**src/rtl/trfir_stream_if.sv**
```systemverilog
// Stream, weight-load and control bundle of the transposed-form FIR tap chain.
// The master drives samples, weights and clear; the slave is the filter itself.
interface trfir_stream_if #(
    parameter int ACT_WIDTH    = 16,
    parameter int WEIGHT_WIDTH = 16,
    parameter int OUT_WIDTH    = 24,
    parameter int IDX_WIDTH    = 3
);
    logic                           in_valid;
    logic signed [ACT_WIDTH-1:0]    in_act;
    logic                           in_ready;
    logic                           out_valid;
    logic signed [OUT_WIDTH-1:0]    out_data;
    logic                           out_ready;
    logic                           w_load_valid;
    logic        [IDX_WIDTH-1:0]    w_load_idx;
    logic signed [WEIGHT_WIDTH-1:0] w_load_data;
    logic                           w_commit;
    logic                           clear;
    logic                           sat_flag;

    modport master (
        output in_valid, in_act, out_ready,
        output w_load_valid, w_load_idx, w_load_data, w_commit, clear,
        input  in_ready, out_valid, out_data, sat_flag
    );

    modport slave (
        input  in_valid, in_act, out_ready,
        input  w_load_valid, w_load_idx, w_load_data, w_commit, clear,
        output in_ready, out_valid, out_data, sat_flag
    );
endinterface

```
**src/rtl/trfir_stream.sv**
```systemverilog
// Transposed-form FIR tap chain with valid/ready streaming, double-buffered weights,
// rounding right-shift, output saturation and a sticky saturation flag.
module trfir_stream #(
    parameter int NB_TAPS      = 5,
    parameter int WEIGHT_WIDTH = 16,
    parameter int ACT_WIDTH    = 16,
    parameter int ACC_WIDTH    = 40,
    parameter int OUT_WIDTH    = 24,
    parameter int OUT_SHIFT    = 0
) (
    input logic           clk,
    input logic           rst,
    trfir_stream_if.slave bus
);
    localparam int RND_SH = (OUT_SHIFT > 0) ? OUT_SHIFT - 1 : 0;
    localparam logic signed [ACC_WIDTH:0] HALF =
        (OUT_SHIFT > 0) ? ((ACC_WIDTH + 1)'(1) << RND_SH) : '0;

    // One extra bit so the rounding offset can never wrap the tap sum.
    function automatic logic signed [ACC_WIDTH:0] round_shift(
        input logic signed [ACC_WIDTH-1:0] v
    );
        logic signed [ACC_WIDTH:0] ext;
        ext = {v[ACC_WIDTH-1], v};
        return (ext + HALF) >>> OUT_SHIFT;
    endfunction

    function automatic logic sat_hit(input logic signed [ACC_WIDTH:0] v);
        return !((&v[ACC_WIDTH:OUT_WIDTH-1]) || !(|v[ACC_WIDTH:OUT_WIDTH-1]));
    endfunction

    function automatic logic signed [OUT_WIDTH-1:0] saturate(
        input logic signed [ACC_WIDTH:0] v
    );
        if (!sat_hit(v))
            return v[OUT_WIDTH-1:0];
        else if (v[ACC_WIDTH])
            return {1'b1, {(OUT_WIDTH - 1){1'b0}}};
        else
            return {1'b0, {(OUT_WIDTH - 1){1'b1}}};
    endfunction

    logic signed [WEIGHT_WIDTH-1:0] shadow     [NB_TAPS];
    logic signed [WEIGHT_WIDTH-1:0] shadow_nxt [NB_TAPS];
    logic signed [WEIGHT_WIDTH-1:0] active     [NB_TAPS];
    logic signed [ACC_WIDTH-1:0]    dly_p1     [1:NB_TAPS-1];
    logic signed [ACC_WIDTH-1:0]    prod       [NB_TAPS];
    logic signed [ACC_WIDTH-1:0]    tap        [NB_TAPS];
    logic signed [ACT_WIDTH-1:0]    act;
    logic signed [ACC_WIDTH-1:0]    x_ext;
    logic signed [ACC_WIDTH:0]      rnd;
    logic signed [OUT_WIDTH-1:0]    out_data_p1;
    logic                           vld_p1;
    logic                           sat_p1;
    logic                           stall;
    logic                           accept;

    assign stall        = vld_p1 && !bus.out_ready;
    assign bus.in_ready = !stall && !bus.clear;
    assign accept       = bus.in_valid && bus.in_ready;

    assign bus.out_valid = vld_p1;
    assign bus.out_data  = out_data_p1;
    assign bus.sat_flag  = sat_p1;

    // A load in the commit cycle must land in the committed bank, so both read this.
    always_comb begin
        shadow_nxt = shadow;
        if (bus.w_load_valid && (32'(bus.w_load_idx) < NB_TAPS))
            shadow_nxt[bus.w_load_idx] = bus.w_load_data;
    end

    always_comb begin
        act   = bus.in_act;
        x_ext = ACC_WIDTH'(act);
        for (int i = 0; i < NB_TAPS; i++)
            prod[i] = x_ext * ACC_WIDTH'(active[i]);
        tap[0] = prod[0];
        for (int i = 1; i < NB_TAPS; i++)
            tap[i] = prod[i] + dly_p1[i];
        rnd = round_shift(tap[NB_TAPS-1]);
    end

    // Stage p0 -> p1: tap sums into the delay line, rounded/saturated sum to the output.
    always_ff @(posedge clk) begin
        if (rst) begin
            for (int i = 0; i < NB_TAPS; i++) begin
                shadow[i] <= '0;
                active[i] <= '0;
            end
            for (int i = 1; i < NB_TAPS; i++)
                dly_p1[i] <= '0;
            out_data_p1 <= '0;
            vld_p1      <= 1'b0;
            sat_p1      <= 1'b0;
        end else begin
            shadow <= shadow_nxt;
            if (bus.w_commit)
                active <= shadow_nxt;

            if (bus.clear) begin
                for (int i = 1; i < NB_TAPS; i++)
                    dly_p1[i] <= '0;
                vld_p1 <= 1'b0;
                sat_p1 <= 1'b0;
            end else if (accept) begin
                for (int i = 1; i < NB_TAPS; i++)
                    dly_p1[i] <= tap[i-1];
                out_data_p1 <= saturate(rnd);
                vld_p1      <= 1'b1;
                if (sat_hit(rnd))
                    sat_p1 <= 1'b1;
            end else if (bus.out_ready) begin
                vld_p1 <= 1'b0;
            end
        end
    end
endmodule
```
**src/flat_wrapper.sv**
```systemverilog
// flat-port wrapper written by rule: the top's interface ports become plain ports
module trfir_stream_flat 
#(
    parameter int NB_TAPS      = 5,
    parameter int WEIGHT_WIDTH = 16,
    parameter int ACT_WIDTH    = 16,
    parameter int ACC_WIDTH    = 40,
    parameter int OUT_WIDTH    = 24,
    parameter int OUT_SHIFT    = 0
)
  (clk, rst, bus_in_valid, bus_in_act, bus_out_ready, bus_w_load_valid, bus_w_load_idx, bus_w_load_data, bus_w_commit, bus_clear, bus_in_ready, bus_out_valid, bus_out_data, bus_sat_flag);
  trfir_stream_if #(.ACT_WIDTH(ACT_WIDTH), .WEIGHT_WIDTH(WEIGHT_WIDTH), .OUT_WIDTH(OUT_WIDTH)) bus_i ();
  input logic clk;
  input logic rst;
  input wire logic [$bits(bus_i.in_valid)-1:0] bus_in_valid;
  input wire logic [$bits(bus_i.in_act)-1:0] bus_in_act;
  input wire logic [$bits(bus_i.out_ready)-1:0] bus_out_ready;
  input wire logic [$bits(bus_i.w_load_valid)-1:0] bus_w_load_valid;
  input wire logic [$bits(bus_i.w_load_idx)-1:0] bus_w_load_idx;
  input wire logic [$bits(bus_i.w_load_data)-1:0] bus_w_load_data;
  input wire logic [$bits(bus_i.w_commit)-1:0] bus_w_commit;
  input wire logic [$bits(bus_i.clear)-1:0] bus_clear;
  output wire logic [$bits(bus_i.in_ready)-1:0] bus_in_ready;
  output wire logic [$bits(bus_i.out_valid)-1:0] bus_out_valid;
  output wire logic [$bits(bus_i.out_data)-1:0] bus_out_data;
  output wire logic [$bits(bus_i.sat_flag)-1:0] bus_sat_flag;
  assign bus_i.in_valid = bus_in_valid;
  assign bus_i.in_act = bus_in_act;
  assign bus_i.out_ready = bus_out_ready;
  assign bus_i.w_load_valid = bus_w_load_valid;
  assign bus_i.w_load_idx = bus_w_load_idx;
  assign bus_i.w_load_data = bus_w_load_data;
  assign bus_i.w_commit = bus_w_commit;
  assign bus_i.clear = bus_clear;
  assign bus_in_ready = bus_i.in_ready;
  assign bus_out_valid = bus_i.out_valid;
  assign bus_out_data = bus_i.out_data;
  assign bus_sat_flag = bus_i.sat_flag;
  trfir_stream #(.NB_TAPS(NB_TAPS), .WEIGHT_WIDTH(WEIGHT_WIDTH), .ACT_WIDTH(ACT_WIDTH), .ACC_WIDTH(ACC_WIDTH), .OUT_WIDTH(OUT_WIDTH), .OUT_SHIFT(OUT_SHIFT)) u_core (.clk(clk), .rst(rst), .bus(bus_i));
endmodule
```
**config.mk**
```make
export PLATFORM = sky130hd
export DESIGN_NAME = trfir_stream_flat
export DESIGN_NICKNAME = d
export VERILOG_FILES = /design/src/rtl/trfir_stream_if.sv /design/src/rtl/trfir_stream.sv /design/src/flat_wrapper.sv
export SDC_FILE = /design/constraint.sdc
export NUM_CORES = 2
export LEC_CHECK = 0
export CAP_MARGIN = 20
export CORE_MARGIN = 4
export CORE_UTILIZATION = 30
export DETAILED_ROUTE_END_ITERATION = 8
export GPL_TIMING_DRIVEN = 1
export SYNTH_ARGS = -nofsm -noshare
export SYNTH_HDL_FRONTEND = slang
export SYNTH_SLANG_ARGS = --single-unit
```
**constraint.sdc**
```tcl
create_clock -name clk -period 13 [get_ports clk]
set_input_delay 2.6 -clock clk [delete_from_list [all_inputs] [get_ports clk]]
set_output_delay 2.6 -clock clk [all_outputs]
set_load 0.005 [all_outputs]
```
==> reports/qor.csv <==
metric,value,unit
grt_pass1_vias,52400,
fin_skew,0.0598,ns
ant_nets,0,
n_fill_cell,23100,
avgViaCountPerCell,4.85,
dpl.hpwl,154000,µm
synth_edf_count,152,
yosysSeqAreaShare,12.3,%
crit_path_frequent_cell,fa_1,
async_flop_share,0,%
clk_latency,0.66,ns
yosysWarnings,0,
synthCells,7381,
finalHoldViolCount,0,
synth_cell_types,89,
drc,0,
synth_fp_nets,9298,
synth_ff_type,dfxtp_1,
fp.dieArea,233000,µm²
final-setup-viol-count,0,
grt_pass1_wl,300000,µm
root_buffer,clkbuf_16,
status,finished clean,
setup.worst_path.end_class,flop,
final_common_cell,inv_1,
die_h,483,µm
synth_top_area_share,38.9,%
final_cell_mix,"inv_1 (1,461), fa_1 (1,314), nand2_1 (806)",
cpMaxStageDelayCell,fa_1,
ys_seq_elements,338,
synth_area_leader_cell,fa_1,
ios,69,
num_vias,49800,
synth_area_leaders,"fa_1 (39%), ha_1 (10%), inv_1 (8.1%)",
startpoint,bus_in_act[13],
numClockSinks,338,
drv_cap,0,
p_per_area,208,nW/µm²
multiInputGateArea,52600,µm²
dp.cells,10200,
p_leak,33.1,nW
stdcell_count,10300,
ctsHoldBuffers,0,
syn_area_per_cell,9.16,µm²
critical_path_class,primary input to flop,
core,224000,µm²
r2r-start,u_core.active[8],
ctsResizeCount,0,
arrival,12.66,ns
hp-class,flop to flop,
grt_max_degree,107,
start_util,30.1,%
cp_top_family,adder cells,
worst-path-buf-inv,5,
nets,9154,
drt_iter0_drc,3025,
timing.fmax,82.7,MHz
clkTransAtPathRegs,0.06,ns
syn-cell-area,67600,µm²
ff_latch_area,8290,µm²
htreeDepth,2,
cts_tree,yes,
wl,189000,µm
die_x,483,µm
hp-start,u_core.bus.out_data[0],
tightest_slew,1.10,ns
syn2layout_area_growth,7.67,%
overflow,0,
cp-start-kind,primary input,
post_cts_buffers,0,
avgRoutedWirePerCell,18.4,µm
drive_above_1_share,3.03,%
fin_crit,12.10,ns
clockBufferDepth,3,
relSlewSlack,26.6,%
slowest_delay,0.53,ns
irDropWorstVdd,0.000189,V
antenna_found_initial,11,
rsz0062_at_grt,false,
slew_viol_final,0,
cp.required,13.56,ns
drtPass1Iterations,8,
tns,0,ns
grt_usage,16.4,%
critPathMaxFanout,11,
gp_congestion,0.914,
port_buffers,68,
cts_buffers,43,
min_period_over_period,93.1,%
rows,174,
==> flip-flops by register name (all words and copies together) (netlist names) <==
signal and count:
u_core.active 80, u_core.dly_p1 152, u_core.bus.out_valid 1, u_core.shadow 80
u_core.bus.out_data 24, u_core.bus.sat_flag 1
==> kinds of logic (layout without fill, tap and decap cells) <==
group	Yosys count	after routing	synth area share (%)
multiplexers	83	83	1.23
other	0	3	0
AO/OA/AOI/OAI	855	855	8.31
AND/OR/NAND/NOR	2133	2133	15.1
adder cells (fa/ha/maj)	1875	1875	49.3
XOR/XNOR	297	297	3.85
buffers and inverters	1800	1690	10.0
flip-flops	338	338	12.3
==> path summary, 6_finish.rpt <==
check	endpoint	slack (ns)	cells after the start
worst min-delay path	u_core.bus.out_data[0]	0.46	2
worst max register to register	u_core.bus.out_data[8]	2.24	39
worst max-delay path	u_core.bus.out_data[8]	0.90	38
worst min register to register	u_core.bus.out_data[0]	0.46	2
==> synth_stat cells, types with 29 or more instances <==
cell and n:
fa_1 1314, a211oi_1 118, nor2b_1 29, and2_1 536, o21bai_1 33, nand2b_1 100, nand2_1 808, o21a_1 45
edfxtp_1 152, nor3_1 48, xor2_1 98, nand3_1 40, o21ai_0 141, nor2_1 445, a21o_1 114, xnor2_1 199
clkbuf_1 328, inv_1 1461, dfxtp_1 186, ha_1 561, mux2i_1 83, a21oi_1 241
==> area by class of cell <==
type	instances	area share [%]
Tap cell	2992	5.14
Clock buffer	55	1.64
Timing Repair Buffer	150	1.69
Sequential cell	338	11.4
Inverter	1461	7.53
Clock inverter	24	0.387
Antenna cell	3	0.0103
Multi-Input combinational cell	5243	72.2
==> through the flow <==
stage	worst slack (ns)	util, %	total power, mW	hold slack [ns]	instance area, µm²
2_1_floorplan	0.994	-	10.3	0.448	67600
3_3_place_gp	0.408	31.8	13.7	0.464	71300
3_5_place_dp	0.310	31.8	13.8	0.458	71300
4_1_cts	0.960	32.4	15.2	0.465	72800
5_1_grt	0.243	32.4	16.6	0.480	72800
6_report	0.903	32.4	15.1	0.464	72800
==> routing by layer <==
| metal | routed length, µm | global-route usage [%] | part of all wire [%] |
|---|---|---|---|
| met1 | 80900 | 21.8 | 43 |
| met2 | 91400 | 27.5 | 48 |
| met3 | 10000 | 2.01 | 5.3 |
| met4 | 6900 | 5.54 | 3.6 |
| met5 | 13 | 0 | 0.0069 |
==> report_power, final <==
group,leakage [nW],switching [mW],internal [mW]
combinational,29.2,7.65,4.79
clock,0.720,0.540,0.709
sequential,3.24,0.156,1.27
total,33.1,8.35,6.78
==> worst min-delay path, cell delays in order, from the launching register on <==
cell and delay, ns:
dfxtp_1 0.32, nand2_1 0.06, a21oi_1 0.05
No activity file was read; power rests on OpenSTA's default activity.
